**src/rtl/vram_pkg.sv**
```systemverilog
// Shared VRAM interface widths and the reader FSM state encoding.
package vram_pkg;

  localparam int VRAM_ADDR_WIDTH = 19;
  localparam int VRAM_DATA_WIDTH = 8;

  typedef enum logic [1:0] {
    IDLE  = 2'd0,
    FETCH = 2'd1,
    DONE  = 2'd2
  } state_t;

endpackage

```
**src/rtl/sync_fifo.sv**
```systemverilog
// Show-ahead synchronous FIFO with occupancy count and synchronous flush.
module sync_fifo #(
  parameter int WIDTH = 8,
  parameter int DEPTH = 16
) (
  input  logic                       clk,
  input  logic                       rst_n,
  input  logic                       flush,
  input  logic                       wr_en,
  input  logic [WIDTH-1:0]           wr_data,
  input  logic                       rd_en,
  output logic [WIDTH-1:0]           rd_data,
  output logic                       empty,
  output logic [$clog2(DEPTH):0]     count
);

  localparam int AW = $clog2(DEPTH);
  localparam int CW = AW + 1;

  logic [WIDTH-1:0] r_mem [DEPTH];
  logic [AW-1:0]    r_wr_ptr;
  logic [AW-1:0]    r_rd_ptr;
  logic [CW-1:0]    r_count;
  logic             w_full;
  logic             w_do_rd;
  logic             w_do_wr;

  assign empty   = (r_count == '0);
  assign w_full  = (r_count == CW'(DEPTH));
  assign w_do_rd = rd_en & ~empty;
  assign w_do_wr = wr_en & (~w_full | w_do_rd);
  assign count   = r_count;
  // Head word is visible without a read strobe; zero when empty so the output is defined.
  assign rd_data = empty ? '0 : r_mem[r_rd_ptr];

  always_ff @(posedge clk or negedge rst_n) begin
    if (!rst_n) begin
      r_wr_ptr <= '0;
      r_rd_ptr <= '0;
      r_count  <= '0;
    end else if (flush) begin
      r_wr_ptr <= '0;
      r_rd_ptr <= '0;
      r_count  <= '0;
    end else begin
      if (w_do_wr) r_wr_ptr <= r_wr_ptr + AW'(1);
      if (w_do_rd) r_rd_ptr <= r_rd_ptr + AW'(1);
      r_count <= r_count + {{(CW-1){1'b0}}, w_do_wr} - {{(CW-1){1'b0}}, w_do_rd};
    end
  end

  always_ff @(posedge clk) begin
    if (w_do_wr && !flush) r_mem[r_wr_ptr] <= wr_data;
  end

  a_no_overflow: assert property (@(posedge clk) disable iff (!rst_n)
    !(wr_en && w_full && !w_do_rd && !flush));

endmodule

```
**src/rtl/avmm_vram_reader.sv**
```systemverilog
// Avalon-MM read master streaming a frame buffer from VRAM into a pixel FIFO.
module avmm_vram_reader
  import vram_pkg::*;
#(
  parameter int FRAME_BYTES = 307200,
  parameter int FIFO_DEPTH  = 16
) (
  input  logic                       clk,
  input  logic                       rst_n,
  input  logic                       enable,
  input  logic                       frame_start,
  output logic [VRAM_ADDR_WIDTH-1:0] avm_vram_address,
  output logic                       avm_vram_read,
  input  logic                       avm_vram_waitrequest,
  input  logic [VRAM_DATA_WIDTH-1:0] avm_vram_readdata,
  input  logic                       avm_vram_readdatavalid,
  output logic [VRAM_DATA_WIDTH-1:0] pixel_data,
  output logic                       pixel_valid,
  input  logic                       pixel_ready,
  output logic                       frame_done,
  output logic                       underflow
);

  localparam int CW = $clog2(FIFO_DEPTH) + 1;
  localparam logic [VRAM_ADDR_WIDTH-1:0] LAST_ADDR = VRAM_ADDR_WIDTH'(FRAME_BYTES - 1);

  state_t                     r_state;
  state_t                     w_next_state;
  logic [VRAM_ADDR_WIDTH-1:0] r_addr;
  logic                       r_read;
  logic                       r_held;
  logic                       r_pending;
  logic                       r_done;
  logic                       r_underflow;
  logic [CW-1:0]              r_outstanding;
  logic [CW-1:0]              r_discard;
  logic [CW-1:0]              w_out_next;
  logic [CW-1:0]              w_fifo_count;
  logic [CW-1:0]              w_fifo_count_next;
  logic [CW:0]                w_credit_sum;
  logic                       w_credit_ok;
  logic                       w_read_next;
  logic                       w_fetching;
  logic                       w_fs;
  logic                       w_stall;
  logic                       w_accept;
  logic                       w_apply;
  logic                       w_last_accept;
  logic                       w_drop;
  logic                       w_push;
  logic                       w_pop;
  logic                       w_fifo_empty;
  logic [VRAM_DATA_WIDTH-1:0] w_fifo_data;

  // A fresh request is withheld while a restart is waiting; a stalled one must be held.
  assign w_fs          = frame_start | r_pending;
  assign avm_vram_read = r_read & (r_held | ~w_fs);
  assign w_stall       = avm_vram_read & avm_vram_waitrequest;
  assign w_accept      = avm_vram_read & ~avm_vram_waitrequest;
  assign w_apply       = w_fs & ~w_stall;
  assign w_last_accept = w_accept & (r_addr == LAST_ADDR);

  assign w_drop = avm_vram_readdatavalid & (w_apply | (r_discard != '0));
  assign w_push = avm_vram_readdatavalid & ~w_drop;
  assign w_pop  = pixel_valid & pixel_ready;

  assign avm_vram_address = r_addr;
  assign pixel_valid      = ~w_fifo_empty;
  assign pixel_data       = w_fifo_data;
  assign frame_done       = r_done;
  assign underflow        = r_underflow;

  assign w_out_next = r_outstanding + {{(CW-1){1'b0}}, w_accept}
                                    - {{(CW-1){1'b0}}, avm_vram_readdatavalid};
  assign w_fifo_count_next = w_apply ? '0 :
    w_fifo_count + {{(CW-1){1'b0}}, w_push} - {{(CW-1){1'b0}}, w_pop};
  // Credit is judged on next-cycle occupancy because the read strobe is registered.
  assign w_credit_sum = {1'b0, w_fifo_count_next} + {1'b0, w_out_next};
  assign w_credit_ok  = (w_credit_sum < (CW+1)'(FIFO_DEPTH));

  sync_fifo #(
    .WIDTH (VRAM_DATA_WIDTH),
    .DEPTH (FIFO_DEPTH)
  ) u_fifo (
    .clk     (clk),
    .rst_n   (rst_n),
    .flush   (w_apply),
    .wr_en   (w_push),
    .wr_data (avm_vram_readdata),
    .rd_en   (w_pop),
    .rd_data (w_fifo_data),
    .empty   (w_fifo_empty),
    .count   (w_fifo_count)
  );

  always_ff @(posedge clk or negedge rst_n) begin
    if (!rst_n) r_state <= IDLE;
    else        r_state <= w_next_state;
  end

  always_comb begin
    w_next_state = r_state;
    if (w_apply) begin
      w_next_state = enable ? FETCH : IDLE;
    end else begin
      case (r_state)
        IDLE:    if (enable && r_addr == '0) w_next_state = FETCH;
        FETCH:   if (w_last_accept)          w_next_state = DONE;
                 else if (!enable && !w_stall) w_next_state = IDLE;
        DONE:    if (!enable)                w_next_state = IDLE;
        default: w_next_state = IDLE;
      endcase
    end
  end

  always_comb begin
    w_read_next = 1'b0;
    w_fetching  = (r_state == FETCH);
    if (w_stall)                    w_read_next = 1'b1;
    else if (w_next_state == FETCH) w_read_next = w_credit_ok;
  end

  always_ff @(posedge clk or negedge rst_n) begin
    if (!rst_n) begin
      r_addr        <= '0;
      r_read        <= 1'b0;
      r_held        <= 1'b0;
      r_pending     <= 1'b0;
      r_done        <= 1'b0;
      r_underflow   <= 1'b0;
      r_outstanding <= '0;
      r_discard     <= '0;
    end else begin
      r_read        <= w_read_next;
      r_held        <= w_stall;
      r_outstanding <= w_out_next;
      r_underflow   <= pixel_ready & ~pixel_valid & w_fetching;
      r_pending     <= w_apply ? 1'b0 : (r_pending | frame_start);
      if (w_apply) begin
        r_addr    <= '0;
        r_done    <= 1'b0;
        // Everything still in flight after this edge belongs to the old frame.
        r_discard <= w_out_next;
      end else begin
        if (w_accept) r_addr <= (r_addr == LAST_ADDR) ? '0 : r_addr + VRAM_ADDR_WIDTH'(1);
        if (w_last_accept) r_done <= 1'b1;
        if (avm_vram_readdatavalid && r_discard != '0) r_discard <= r_discard - CW'(1);
      end
    end
  end

endmodule
```
**config.mk**
```make
export PLATFORM = sky130hd
export DESIGN_NAME = avmm_vram_reader
export DESIGN_NICKNAME = d
export VERILOG_FILES = /design/src/rtl/vram_pkg.sv /design/src/rtl/sync_fifo.sv /design/src/rtl/avmm_vram_reader.sv
export SDC_FILE = /design/constraint.sdc
export NUM_CORES = 1
export LEC_CHECK = 0
export CORE_UTILIZATION = 35
export DETAILED_ROUTE_END_ITERATION = 6
export SETUP_SLACK_MARGIN = 0.5
export SYNTH_ARGS = -nofsm -noshare
export SYNTH_HDL_FRONTEND = slang
export SYNTH_HIERARCHICAL = 1
export SYNTH_SLANG_ARGS = --single-unit
```
**constraint.sdc**
```tcl
create_clock -name clk -period 8.05 [get_ports clk]
set_clock_uncertainty 0.05 [all_clocks]
set_input_delay 2.415 -clock clk [delete_from_list [all_inputs] [get_ports clk]]
set_output_delay 2.415 -clock clk [all_outputs]
set_load 0.03 [all_outputs]
```
# Yosys cells after proc, flatten, opt, wreduce, memory -nomap -nowiden
# Memories as Yosys holds them, arrays and structs flattened.
# Cells that the tools add are included.
# classes
n_eq_ne	5
order_cmp	1
bitwise	22
reduce_logical	16
muxes	26
n_addsub	11
# ops
cell	n
$mux W19	3
$mux W5	4
$add A19 B1 Y19 const B	1
$eq A19 B19 Y1 const B	1
$logic_not A19 Y1	1
$mux W4	4
$add A5 B1 Y5	3
$sub A5 B1 Y5	3
$and A1 B1 Y1	12
$mux W2	5
$reduce_bool A2 Y1	5
$add A4 B1 Y4 const B	2
$mux W1	8
$mux W8	1
$add A5 B5 Y6	1
$lt A6 B5 Y1 const B	1
$not A1 Y1	6
$pmux W2 S3	1
$eq A5 B5 Y1 const B	1
$logic_not A5 Y1	1
$reduce_bool A5 Y1	1
$sub A5 B1 Y5 const B	1
$eq A2 B1 Y1 const B	2
$logic_and A1 B1 Y1	4
other kinds (4)	9
# word_totals
output_inout_bits	31
in_bits	15
register_bits	49
ramBits	128
wordCells	94
memories	1
# mem_list
name	depth	width	rd	rd_clocked_by_memory_dff	wr	line	source
u_fifo.r_mem	16	8	1	0	1	sync_fifo.sv:20	logic [WIDTH-1:0] r_mem [DEPTH];

# Longest topological paths before layout
# Gate-level depths: netlist of run 1.
# depth
depth_word	18
ltp_mapped	18
ltp_nobuf	17

# By module
# The synthesis of run 1 kept the hierarchy.
# modules_own_cells
module	area_each_um2	instances	seq_area_each_um2	cells_each
sync_fifo	5888.1	1	4169.0	312
avmm_vram_reader	2268.4	1	900.9	243

# Worst setup path after synthesis of run 1
# OpenSTA, ideal clock, no wires.
# synth_path
path_type	input to register
startpoint	input frame_start
endpoint	register r_read
n_path_buf	1
path_slack_ps	2330
required_ps	7917
cell_stages	17
t_arrival_ps	5588
path_cell_list	nor2_1 > a31o_2 > inv_1 > buf_6 > or3_1 > ha_1 > inv_1 > ha_1 > fa_1 > a21o_1 > a21oi_1 > xnor2_1 > nor2_1 > ha_1 > a2111oi_0 > o21ai_0 > o21ai_0
# synth_between
elab_chain_len	18
# synth_lines
element	line	source
start: declaration	avmm_vram_reader.sv:11	input logic frame_start,
$or A1 B1 Y1 *	avmm_vram_reader.sv:56	assign w_fs = frame_start | r_pending;
$not A1 Y1	avmm_vram_reader.sv:57	assign avm_vram_read = r_read & (r_held | ~w_fs);
$or A1 B1 Y1	avmm_vram_reader.sv:57	
$and A1 B1 Y1	avmm_vram_reader.sv:57	
$and A1 B1 Y1	avmm_vram_reader.sv:58	assign w_stall = avm_vram_read & avm_vram_waitrequest;
$not A1 Y1	avmm_vram_reader.sv:60	assign w_apply = w_fs & ~w_stall;
$and A1 B1 Y1	avmm_vram_reader.sv:60	
$or A1 B1 Y1	avmm_vram_reader.sv:63	assign w_drop = avm_vram_readdatavalid & (w_apply | (r_discard != '0));
[... 3 more ...]	n/a	
$add A5 B1 Y5	avmm_vram_reader.sv:76	w_fifo_count + {{(CW-1){1'b0}}, w_push} - {{(CW-1){1'b0}}, w_pop};
$sub A5 B1 Y5	avmm_vram_reader.sv:76	
$mux W5	avmm_vram_reader.sv:75	assign w_fifo_count_next = w_apply ? '0 :
$add A5 B5 Y6	avmm_vram_reader.sv:78	assign w_credit_sum = {1'b0, w_fifo_count_next} + {1'b0, w_out_next};
$lt A6 B5 Y1	avmm_vram_reader.sv:79	assign w_credit_ok = (w_credit_sum < (CW+1)'(FIFO_DEPTH));
$mux W1	avmm_vram_reader.sv:120	else if (w_next_state == FETCH) w_read_next = w_credit_ok;
$mux W1 *	avmm_vram_reader.sv:119	if (w_stall) w_read_next = 1'b1;
named net w_read_next	avmm_vram_reader.sv:42	logic w_read_next;
end signal: assignment	avmm_vram_reader.sv:134	r_read <= w_read_next;
end: declaration	avmm_vram_reader.sv:30	logic r_read;
# The timed path passes the listed nets; every way through them passes the cells marked *.
# A chain may end at the register's enable or synchronous reset.

# Final worst setup path of run 1
# layout_path
startpoint	input frame_start
endpoint	output avm_vram_read
# layout_between
elab_chain_len	4
# layout_lines
element	line	source
$or A1 B1 Y1	avmm_vram_reader.sv:56	
$not A1 Y1	avmm_vram_reader.sv:57	
$or A1 B1 Y1	avmm_vram_reader.sv:57	
$and A1 B1 Y1	avmm_vram_reader.sv:57	
end: declaration	avmm_vram_reader.sv:13	output logic avm_vram_read,
# Every way passes these cells.

==> results of run 1 <==
-- critical path, stage by stage --
cell	delay, ps
clkdlybuf4s50_1	420
nor2_1	300
o21a_1	180
clkdlybuf4s50_1	670
-- registers in the layout, summed over array words and instances, names as in the netlist --
signal	count
avm_vram_address	19
frame_done	1
r_discard	5
r_held	1
r_outstanding	5
r_pending	1
r_read	1
r_state	2
u_fifo/count	5
u_fifo/r_mem	128
u_fifo/r_rd_ptr	4
u_fifo/r_wr_ptr	4
underflow	1
-- layer usage --
layer | global-route usage (%) | share of wire [%]
met4 | 4.48 | 1.0
met2 | 24.5 | 49
met1 | 19.8 | 46
met3 | 3.22 | 3.7
met5 | 0 | 0
-- per-stage QoR --
stage	util [%]	hold WS, ps	instances	total power [mW]	worst slack, ps
2_1_floorplan	-	445	555	1.72	2330
3_3_place_gp	39.0	476	900	1.93	1630
3_5_place_dp	39.0	487	900	1.97	1600
4_1_cts	41.7	503	932	2.81	1580
5_1_grt	41.7	538	932	2.95	1500
6_report	41.7	503	932	2.78	1580
-- worst paths after layout --
kind                                   from                to  depth (start not counted)
max                             frame_start     avm_vram_read                          4
min                        r_outstanding[0]  r_outstanding[0]                          1
max reg2reg                 u_fifo/count[2]            r_read                         17
min reg2reg                r_outstanding[0]  r_outstanding[0]                          1
max in group asynchronous             rst_n      r_discard[0]                          2
min in group asynchronous             rst_n         underflow                          2
-- area by class of cell --
type                            count  share of cell area, %
Sequential cell                   177                   53.4
Multi-Input combinational cell    325                   29.3
Timing Repair Buffer               53                   5.32
Clock buffer                       17                   4.48
Tap cell                          313                   4.12
Clock inverter                     15                   2.11
Inverter                           32                   1.26
-- power by group --
part           switching (mW)  internal [mW]  total [mW]
clock                   0.414          0.429       0.843
combinational           0.467          0.382       0.850
sequential             0.0545           1.03        1.08
total                   0.936           1.84        2.78
-- layout by cell type (no fill, tap or decap), drive strengths merged, types with 4 or more instances in the layout --
master,count
buf,9
clkinv,7
nand2b,5
inv,39
mux4,32
ha,28
nand4,4
dfrtp,49
mux2i,11
clkdlybuf4s50,44
or3,4
nor3,11
nand3,13
a21oi,21
nor4,7
xor2,11
clkbuf,17
nor2b,6
o21ai,21
nor2,51
nand2,26
mux2,9
a21o,5
xnor2,21
edfxtp,128
-- logic make-up (layout without fill, tap and decap cells) --
| kind of cell | count (synthesis) | count (layout) | synth area share (%) |
|---|---|---|---|
| flip-flops | 177 | 177 | 62.2 |
| AND/OR/NAND/NOR | 145 | 145 | 8.91 |
| AO/OA/AOI/OAI | 65 | 65 | 4.97 |
| buffers and inverters | 53 | 117 | 3.70 |
| multiplexers | 52 | 52 | 11.8 |
| XOR/XNOR | 32 | 32 | 3.44 |
| adder cells (fa/ha/maj) | 31 | 31 | 5.03 |
==> results by group, run 1 <==
Global routing
  – GRT Total Usage: 14.9%
  – Global-route wire length before repair: 27.2 mm
  – Largest net degree at the start of global routing: 50
  – Gr ovfl total: 0
  – Vias in the first global route: 4942
  – Initial antenna violation count: 0

Logic synthesis
  – Synthesized area: 0.00816 sq mm
  – Part of the Yosys area used for sequential elements: 62.2%
  – Post-synth top area cell: edfxtp_1
  – Avg Cell Area, Syn: 14.7 sq um
  – Post-synth top area share: 47.1%
  – Number of synthesized flops with an enable pin: 128
  – Syn Inst Count: 555
  – Main synth FF type: edfxtp_1
  – List of most frequent post-synthesis cells: 128 x edfxtp_1, 51 x nor2_1, 49 x dfrtp_1, 32 x inv_1, 28 x ha_1
  – Top-count cell post-synth: edfxtp_1
  – Asr flop ratio synth: 27.7%
  – Yosys warning total: 6
  – Post-synthesis cell type count: 60
  – Syn nets: 601
  – Synth top area cells: edfxtp_1 47%, dfrtp_1 15%, mux4_2 6.6%
  – Synthesis-stage register bit count: 177

Worst setup path
  – Crit Path Max Fanout: 5
  – Worst setup EP type: primary output
  – WP data arrival: 4000 ps
  – Setup CP Type: input pin to primary output
  – CP required: 5590 ps
  – R2R Setup Slk: 3620 ps
  – CP Launch Type: input pin

Place
  – Placement Cell Area: 0.00887 sq mm
  – Detail Placement HPWL: 11.1 mm
  – Placer congestion estimate: 0.810
  – IO Port Bufs: 45

Timing
  – Unrepaired setup endpoints after global routing: false
  – Final Slew Violations: 0
  – Least-Margin Pin Slew: 1130 ps
  – Final Critical Period: 6470 ps
  – Sum of negative setup slack: 0 ps
  – Max_slew headroom: 23.8%
  – Hold Violations, Final: 0
  – Endpoints failing setup: 0
  – Part of the cycle the worst path needs: 80.4%
  – Fmax: 155 MHz

Clocking
  – Clock Pin Slew Worst Setup and Hold Paths: 70 ps
  – Post-CTS sizing: 0
  – Clock Tree Root: clkbuf_16
  – CTS Sinks: 177
  – Max H-tree Level: 4
  – Clk Latency, worst-skew pair: 430 ps
  – CTS tree: done
  – Number of buffers created by CTS: 17
  – Clk buf depth: 2
  – Hold_buf cts: 0
  – Postcts setup bufs: 0

Die
  – Starting Density: 35.8%
  – Die Area: 0.0239 sq mm
  – Core Area: 0.0228 sq mm
  – Die width: 155 um
  – IO Count: 46
  – Rows: 55
  – Die Ht: 155 um

Detailed routing
  – Drt first pass iters: 4
  – # DRC: 0
  – Vias: 4700
  – Post-Route WL: 16.5 mm
  – Per-cell routed wire length: 17.7 um
  – Average vias per placed instance: 5.04
  – Post-route ant nets: 0
  – Iter 0 DRT Violations: 223

Layout
  – Area of the multi-input gates: 0.00279 sq mm
  – Antenna Cells: 0
  – # nets final: 652
  – Storage element area: 0.00507 sq mm
  – Area Overhead vs Synth: 16.4%
  – Fin area: 0.00950 sq mm
  – Fill cells: 2057
  – Layout cells sized above 1: 13.4%

Power and ir drop
  – Pwr per Cell Area: 292 mW/mm^2
  – Peak VDD IR: 0.000130 V
  – Lkg Pwr: 3.39 nW

Worst hold path
  – Hold Path Class: flip-flop to flip-flop

Job
  – MaxCap Viol Count: 0

Run status
  – Status: finished clean
Power figures use the tool's default switching activity.
==> run 2: changes to the inputs <==
- clock period: 8.05 -> 6.05 ns (I/O delays scaled with it)
==> run 2 against run 1 <==
- global-route usage decreased by 0.48 points
- critical path type unchanged
- combinational power grew 34%
- largest cell class unchanged
- critical path depth is 1 higher
- critical endpoint unchanged
- clock power is 34% higher
- sequential power up 32%
==> results by group, run 2 (same netlist as run 1, synthesis figures left out) <==
Layout
  – Commonest non-fill, non-tap cell in the layout: edfxtp_1
  – Top reg by flops: u_fifo/r_mem
  – Fin cells: 935 (+0.32%)
  – Area of the multi-input gates: 0.00279 sq mm (unchanged)
  – Commonest cells after routing, fill and taps aside: 128 x edfxtp_1, 51 x nor2_1, 49 x dfrtp_1, 44 x clkdlybuf4s50_1, 32 x inv_1
  – # nets final: 655 (+0.46%)
  – Fill cells: 2048 (-0.44%)
  – Storage element area: 0.00507 sq mm (unchanged)
  – Antenna Cells: 0 (unchanged)
  – Layout cells sized above 1: 13.8% (+0.42 points)
  – Area Overhead vs Synth: 16.6%
  – Max reg flops: 128 (unchanged)

Place
  – Detail Placement HPWL: 11.0 mm (-0.79%)
  – Placer congestion estimate: 0.805 (-0.54%)
  – IO Port Bufs: 45 (unchanged)
  – Placed insts: 903 (+0.33%)

Power and ir drop
  – Sequential power share: 38.6% (-0.5 points)
  – Clock share of power: 30.6% (+0.2 points)
  – Switching share of power: 33.5% (-0.19 points)
  – Combinational power share: 30.8% (+0.2 points)
  – Lkg Pwr: 3.40 nW (+0.47%)
  – Peak VDD IR: 0.000167 V (+28%)
  – Internal Power: 2.46 mW (+33%)
  – Pwr per Cell Area: 388 mW/mm^2 (+33%)
  – Switching power: 1.24 mW (+32%)

Clocking
  – Max H-tree Level: 4 (unchanged)
  – Clk Latency, worst-skew pair: 430 ps (about the same)
  – CTS Sinks: 177 (unchanged)
  – Clk buf depth: 2 (unchanged)
  – Clock Tree Root: clkbuf_16
  – Postcts setup bufs: 0 (unchanged)
  – Clock Pin Slew Worst Setup and Hold Paths: 70 ps (about the same)
  – CTS tree: done
  – Hold_buf cts: 0 (unchanged)
  – Post-CTS sizing: 0 (unchanged)
  – Number of buffers created by CTS: 17 (unchanged)

Global routing
  – Gr ovfl total: 0 (unchanged)
  – GRT Total Usage: 14.4% (-0.48 points)
  – Initial antenna violation count: 0 (unchanged)
  – Largest net degree at the start of global routing: 50 (unchanged)
  – Vias in the first global route: 4862 (-1.6%)
  – Global-route wire length before repair: 26.2 mm (-3.8%)

Timing
  – Least-Margin Pin Slew: 1040 ps (-89.7 ps)
  – Sum of negative setup slack: 0 ps (unchanged)
  – Part of the cycle the worst path needs: 86.7%
  – Max_slew headroom: 30.4% (+6.6 points)
  – Final Slew Violations: 0 (unchanged)
  – Final Critical Period: 5240 ps
  – Unrepaired setup endpoints after global routing: false
  – Fmax: 191 MHz
  – Endpoints failing setup: 0 (unchanged)
  – Hold Violations, Final: 0 (unchanged)

Detailed routing
  – Post-route ant nets: 0 (unchanged)
  – Drt first pass iters: 4 (unchanged)
  – Vias: 4636 (-1.4%)
  – # DRC: 0 (unchanged)
  – Iter 0 DRT Violations: 232 (+4.0%)
  – Post-Route WL: 16.2 mm (-1.7%)
  – Average vias per placed instance: 4.96 (-1.7%)
  – Per-cell routed wire length: 17.3 um (-2.0%)

Worst setup path
  – FF-to-FF End: r_read
  – R2R depth: 18 (+1)
  – CP Launch Point: frame_start
  – Most frequent CP cell: clkdlybuf4s50_1
  – Setup CP Type: input pin to primary output
  – R2R Setup Slk: 1660 ps (-1960 ps)
  – CP Launch Type: input pin
  – Worst reg2reg startpoint: u_fifo/count[2]
  – CP required: 4180 ps (-1410 ps)
  – WP data arrival: 3380 ps (-620 ps)
  – CP cell instances: clkdlybuf4s50_1 -> nor2_1 -> buf_4 -> o21a_1 -> clkdlybuf4s50_1
  – Max incr delay on CP: 680 ps (about the same)
  – Worst setup EP type: primary output
  – Crit Path Max Fanout: 4 (-1)
  – Slowest CP cell: clkdlybuf4s50_1

Die
  – Die Area: 0.0239 sq mm (unchanged)
  – IO Count: 46 (unchanged)
  – Core Area: 0.0228 sq mm (unchanged)
  – Rows: 55 (unchanged)
  – Die Ht: 155 um (unchanged)
  – Die width: 155 um (unchanged)
  – Starting Density: 35.8% (unchanged)

Worst hold path
  – WHS Endpoint: frame_done
  – Hold Path Cell Cnt: 2 (+1)
  – Hold Path Class: flip-flop to flip-flop
  – Hold_sp: frame_done

Run status
  – Status: finished clean

Job
  – MaxCap Viol Count: 0 (unchanged)
==> run 2: cell count changes in the layout (fill, tap and decap cells not counted) <==
cell / change
clkinv_8: -3
clkinv_4: -1
buf_4: +3
inv_12: +1
inv_8: +3
==> run 2: routing by layer <==
metal  vias up  wire [um]  global-route usage, %
met5         -          0                      0
met4         0        116                   4.24
met3         9        744                   3.31
met2       112       8020                   24.1
li1       2181          -                      -
met1      2334       7320                   18.7
==> run 2: per-stage QoR <==
step	cell area (sq um)	util, %	setup WS (ps)	hold slack, ps	power (mW)
floorplan	8160	-	930	445	2.29
global placement	8890	39.0	625	490	2.57
detailed placement	8890	39.0	504	467	2.60
CTS	9510	41.8	804	490	3.74
global route	9510	41.8	714	530	3.92
finish	9510	41.8	805	489	3.70
==> run 2: power by group through the flow <==
stage               combinational, mW  clock (mW)  sequential (mW)
detailed placement               1.15           0             1.46
finish                           1.14        1.13             1.43
floorplan                       0.848           0             1.45
global placement                 1.12           0             1.45
global route                     1.28        1.20             1.44
CTS                              1.16        1.15             1.43
==> run 2: layout make-up <==
cell class	instances	area share, %
clock buffers	17	4.47
clock inverters	15	2.03
inverters	32	1.26
multi-input cells	325	29.3
flip-flops and latches	177	53.3
well taps	313	4.12
repair buffers	56	5.55
==> run 2: worst max path at each step <==
stage               endpoint  slack, ps
5_1_grt        avm_vram_read        710
3_3_place_gp          r_read        630
4_1_cts        avm_vram_read        800
3_5_place_dp          r_read        500
2_1_floorplan         r_read        930
6_report       avm_vram_read        810
==> run 2: worst max-delay path, delay by kind of cell <==
| family | cells | cell delay, ps |
|---|---|---|
| buf+inv | 3 | 1270 |
| simple gates | 1 | 160 |
| compound gates | 1 | 130 |
